$ cat src/rtl/char_feeder.sv
// char_feeder: byte FIFO that feeds a downstream character matcher.
// Each entry carries a byte plus an end-of-string flag. The module also tracks
// the zero-based position of the head byte within its string, and keeps a
// sticky flag for pushes that were dropped because the FIFO was full.
//
// Optional feature: define CHAR_FEEDER_CASE_FOLD_EN to fold lowercase ASCII
// ('a'..'z') to uppercase on out_char. Stored data is never modified.

module char_feeder #(
    parameter int DEPTH = 8,
    parameter int POS_W = 16
) (
    input  logic                     clk,
    input  logic                     reset,
    input  logic [7:0]               in_char,
    input  logic                     in_valid,
    input  logic                     in_last,
    output logic                     in_ready,
    output logic [7:0]               out_char,
    output logic                     out_valid,
    output logic                     out_last,
    input  logic                     out_ready,
    output logic [POS_W-1:0]         pos,
    output logic [$clog2(DEPTH):0]   count,
    output logic                     overflow
);

    localparam int AW = $clog2(DEPTH);
    localparam int CW = AW + 1;

    // Storage: {last, char} per entry. Not reset; contents are don't-care while empty.
    logic [8:0]     mem_q [DEPTH];

    logic [AW-1:0]  wrPtr_q, wrPtr_d;
    logic [AW-1:0]  rdPtr_q, rdPtr_d;
    logic [CW-1:0]  count_q, count_d;
    logic [POS_W-1:0] pos_q, pos_d;
    logic           overflow_q, overflow_d;

    logic           isFull;
    logic           isEmpty;
    logic           doPush;
    logic           doPop;
    logic [8:0]     headEntry;

    assign isFull    = (count_q == CW'(DEPTH));
    assign isEmpty   = (count_q == '0);
    assign headEntry = mem_q[rdPtr_q];

    // Handshakes are decided from registered state only, so a full FIFO never
    // accepts a push even if a pop happens on the same edge.
    assign doPush = in_valid && !isFull && !reset;
    assign doPop  = out_ready && !isEmpty && !reset;

    assign in_ready  = !isFull;
    assign out_valid = !isEmpty;
    assign out_last  = headEntry[8];
    assign pos       = pos_q;
    assign count     = count_q;
    assign overflow  = overflow_q;

`ifdef CHAR_FEEDER_CASE_FOLD_EN
    // Fold lowercase ASCII letters to uppercase on the way out.
    always_comb begin
        out_char = headEntry[7:0];
        if (headEntry[7:0] >= 8'h61 && headEntry[7:0] <= 8'h7A) begin
            out_char = headEntry[7:0] - 8'h20;
        end
    end
`else
    // Present the stored head byte unchanged.
    always_comb begin
        out_char = headEntry[7:0];
    end
`endif

    // Next-state computation for pointers, occupancy, position and overflow.
    always_comb begin
        wrPtr_d    = wrPtr_q;
        rdPtr_d    = rdPtr_q;
        count_d    = count_q;
        pos_d      = pos_q;
        overflow_d = overflow_q;

        if (doPush) begin
            wrPtr_d = wrPtr_q + AW'(1);
        end

        if (doPop) begin
            rdPtr_d = rdPtr_q + AW'(1);
            if (headEntry[8]) begin
                pos_d = '0;
            end else begin
                pos_d = pos_q + POS_W'(1);
            end
        end

        unique case ({doPush, doPop})
            2'b10:   count_d = count_q + CW'(1);
            2'b01:   count_d = count_q - CW'(1);
            default: count_d = count_q;
        endcase

        if (in_valid && isFull) begin
            overflow_d = 1'b1;
        end
    end

    // Control state registers, cleared asynchronously by reset.
    always_ff @(posedge clk or posedge reset) begin
        if (reset) begin
            wrPtr_q    <= '0;
            rdPtr_q    <= '0;
            count_q    <= '0;
            pos_q      <= '0;
            overflow_q <= 1'b0;
        end else begin
            wrPtr_q    <= wrPtr_d;
            rdPtr_q    <= rdPtr_d;
            count_q    <= count_d;
            pos_q      <= pos_d;
            overflow_q <= overflow_d;
        end
    end

    // Write the pushed entry at the tail.
    always_ff @(posedge clk) begin
        if (doPush) begin
            mem_q[wrPtr_q] <= {in_last, in_char};
        end
    end

endmodule

$ cat config.mk
export PLATFORM = sky130hd
export DESIGN_NAME = char_feeder
export DESIGN_NICKNAME = d
export VERILOG_FILES = /design/src/rtl/char_feeder.sv
export SDC_FILE = /design/constraint.sdc
export NUM_CORES = 1
export LEC_CHECK = 0
export BUFFER_PORTS_ARGS = -buffer_cell sky130_fd_sc_hd__buf_2
export CORE_MARGIN = 5
export CORE_UTILIZATION = 40
export DETAILED_ROUTE_END_ITERATION = 7
export GPL_TIMING_DRIVEN = 1
export PLACE_DENSITY = 0.68
export SYNTH_ARGS = -nofsm -noshare
export SYNTH_HDL_FRONTEND = slang
export SYNTH_SLANG_ARGS = --single-unit
$ cat constraint.sdc
create_clock -name clk -period 3.2 [get_ports clk]
set_input_delay 0.48 -clock clk [delete_from_list [all_inputs] [get_ports clk]]
set_output_delay 0.48 -clock clk [all_outputs]
set_load 0.03 [all_outputs]
==> summary.txt <==
GRT
  – Total track usage: 0.135
  – Pin count of the biggest net entering global routing: 28
  – Vias in the first global route: 2551
  – Antenna violations before repair: 0
  – Global-route wire length before repair: 13200 µm
  – Grt ovf: 0

Drt
  – DRC violations left: 0
  – Via count: 2504
  – Wire per inst: 16.7 µm
  – Via-per-instance ratio: 5.25
  – Remaining antenna violation count after routing: 0
  – Number of DRC markers in iteration 0: ~110
  – Pre-Repair DR Iteration Count: 4
  – Routed wire length: 7950 µm

Power and ir drop
  – PwrDens: 833 nW/µm²
  – Sequential power share: 0.448
  – P_leak: between 1.5 and 2 nW
  – Worst vdd ir: 399 µV
  – Switching power of the nets: 0.00156 W
  – Clock network fraction of design power: 0.182
  – Combinational power share: 0.371
  – Sw frac: 0.384
  – P_int: roughly 0.0025 W

Final layout
  – Area grow syn2layout: 15.8%
  – Ratio of cells with drive above 1 in the final layout: 0.309
  – # nets final: 355

STA
  – Worst slew pin tran: 0.656 ns
  – Max-slew headroom: 0.560
  – Fin crit share: 0.877
  – Minimum clock period: 2.81 ns
  – Unrepaired setup endpoints after global routing: false
  – Final setup vio count: 0
  – Total Negative Setup Slacks: 0 ns
  – Fmax: around 0.36 GHz
  – Fin. max-slew vios: 0
  – Hold slack: around 0.25 ns
  – Hold Vio Cnt, Final: 0
  – Setup Skew: 0.00845 ns

Clocking
  – Num Clock Sinks: 99
  – CTS tree: yes
  – Clk pin slew, worst setup/hold paths: 0.10 ns
  – Post_cts resized: 0
  – TritonCTS Buffers: 9
  – Post-CTS Setup Inserts: 0
  – H-tree depth: 3
  – CTS hold repair buffers: 0
  – Root buf cell: clkbuf_8
  – Skew-Pair Late Insertion Delay: around 0.36 ns
  – Clock Path Buffers: 2

Critical path
  – Worst reg2reg setup slack: ~0.45 ns
  – Crit path capture type: output pin
  – Data required, critical path: 2.72 ns
  – Crit path largest cell delay: around 0.74 ns
  – CP arrival: roughly 2.3 ns
  – RR Endpoint: count[3]
  – Reg2reg path depth: 10
  – Cells along the critical path: buf_12 > mux4_2 > mux2_2 > buf_2
  – Crit start category: register
  – Buf+Inv Stages, Crit Path: 2
  – CP top delay family: multiplexers
  – Slowest cell on the critical path: dfrtp_1
  – Crit Path Max Fanout: 13
  – WS Path Type: register to output pin
  – RR Startpoint: count[0]

Die
  – Die X-Extent: 113 µm
  – Initial Util: 0.409
  – Core area: 10300 µm²
  – DIE AREA: between 10000 and 15000 µm²
  – Site row count: 37
  – I/O pins: 45
  – Die Y: about 110 µm

Synth
  – Main synth FF type: edfxtp_1
  – Synth unique cells: 44
  – Syn Nets: approximately 300
  – Register area share after synthesis: 0.672
  – Ys async rst share: 0.273
  – Average size of a mapped cell: 15.4 µm²
  – Post-synthesis instance area: 4220 µm²
  – Synth warnings: 0
  – #FFs+latches synth: 99
  – Instance count of the mapped netlist: 275
  – Post-synth EDFFs: 72

Run status
  – Outcome: complete, no violations

Min path
  – Worst hold path type: primary input to async pin

Placement
  – GPL Wtd Cong: 0.825
  – Half-perimeter wire length after placement: 5510 µm
  – IO Port Bufs: 44

Run
  – Max Cap Violations: 0
==> cell type report <==
type / count / area, µm²
fillers: 869 / 5430
flip-flops and latches: 99 / 2840
multi-input cells: 155 / 1310
repair buffers: 58 / 338
well taps: 136 / 170
clock buffers: 10 / 128
clock inverters: 6 / 61.3
inverters: 12 / 45.0
diodes: 1 / 2.50
==> cells in the mapped netlist, drive strengths merged (2+ instances only) <==
library cell,instances,area share
o21ai,13,0.015
and3,2,0.0030
inv,12,0.011
o2111ai,2,0.0041
nand3,7,0.0095
edfxtp,72,0.51
o311ai,2,0.0041
clkbuf,3,0.0027
buf,6,0.0068
mux2i,4,0.0095
nor2,12,0.011
a21o,2,0.0036
ha,6,0.018
nor4,4,0.0074
o211ai,3,0.0053
a21oi,9,0.011
xor2,2,0.0041
dfrtp,27,0.16
nand4,3,0.0044
nor3,3,0.0047
mux4,16,0.085
mux2,11,0.029
nand3b,2,0.0036
xnor2,6,0.012
or3,6,0.0089
or4,2,0.0036
nand2b,5,0.0074
nand2,22,0.020
==> routing by layer <==
layer,global-route usage,routed length [µm]
met5,0,0
met4,0.0505,114
met3,0.0321,288
met2,0.220,3870
met1,0.177,3680
==> how the worst max path moves through the flow <==
stage             endpoint  cells after the start       start  slack (ns)
2_1_floorplan     count[3]                     10    count[0]        0.26
3_3_place_gp      count[3]                     10    count[0]        0.42
3_5_place_dp      count[3]                     10    count[0]        0.31
4_1_cts           count[3]                     10    count[0]        0.28
5_1_grt           count[3]                     10    count[0]        0.14
6_report       out_char[2]                      4  rdPtr_q[0]        0.39
==> tightest hold or removal path: cells and delay by family <==
family	cells	cell delay [ns]
buffers and inverters	3	0.54
==> registers in the layout, summed over array words and instances, names as in the netlist <==
name      flops
rdPtr_q       3
count         4
wrPtr_q       3
overflow      1
pos          16
mem_q        72
==> cell families after synthesis <==
| kind of cell | synth area share |
|---|---|
| flip-flops | 0.672 |
| AO/OA/AOI/OAI | 0.0510 |
| multiplexers | 0.124 |
| buffers and inverters | 0.0201 |
| adder cells (fa/ha/maj) | 0.0225 |
| AND/OR/NAND/NOR | 0.0936 |
| XOR/XNOR | 0.0166 |
==> power groups by stage <==
stage | Combinational, W | Sequential [W] | Clock (W)
after floorplan | 0.00103 | 0.00188 | 0
after global placement | 0.00152 | 0.00184 | 0
after detailed placement | 0.00153 | 0.00185 | 0
after CTS | 0.00153 | 0.00182 | 0.000759
after global routing | 0.00165 | 0.00186 | 0.000820
final | 0.00151 | 0.00182 | 0.000741
==> layout by cell type (no fill, tap or decap), types with 2 or more instances in the layout <==
cell type / instances
nand2b_1: 5
mux2_2: 11
o311ai_0: 2
or4_1: 2
nand3b_1: 2
a21oi_1: 9
nor4_1: 3
edfxtp_1: 72
xnor2_1: 6
xor2_1: 2
buf_2: 44
nor3_1: 2
mux4_2: 16
mux2i_1: 4
dfrtp_1: 27
o21ai_0: 13
inv_1: 11
o2111ai_1: 2
clkinv_4: 2
nand4_1: 3
ha_1: 6
nor2_1: 12
nand2_1: 22
o211ai_1: 3
clkbuf_8: 9
and3_1: 2
buf_4: 13
or3_1: 6
a21o_1: 2
nand3_1: 6
==> per-stage QoR <==
step	instance area, µm²	power [W]	instances	worst slack [ns]	util
after floorplan	4220	0.00291	275	0.259	-
after CTS	4880	0.00412	476	0.282	0.473
after global routing	4890	0.00433	476	0.144	0.474
after global placement	4690	0.00336	460	0.424	0.454
final	4890	0.00407	477	0.394	0.474
after detailed placement	4690	0.00338	460	0.310	0.454
(Power assumes the default switching activity.)
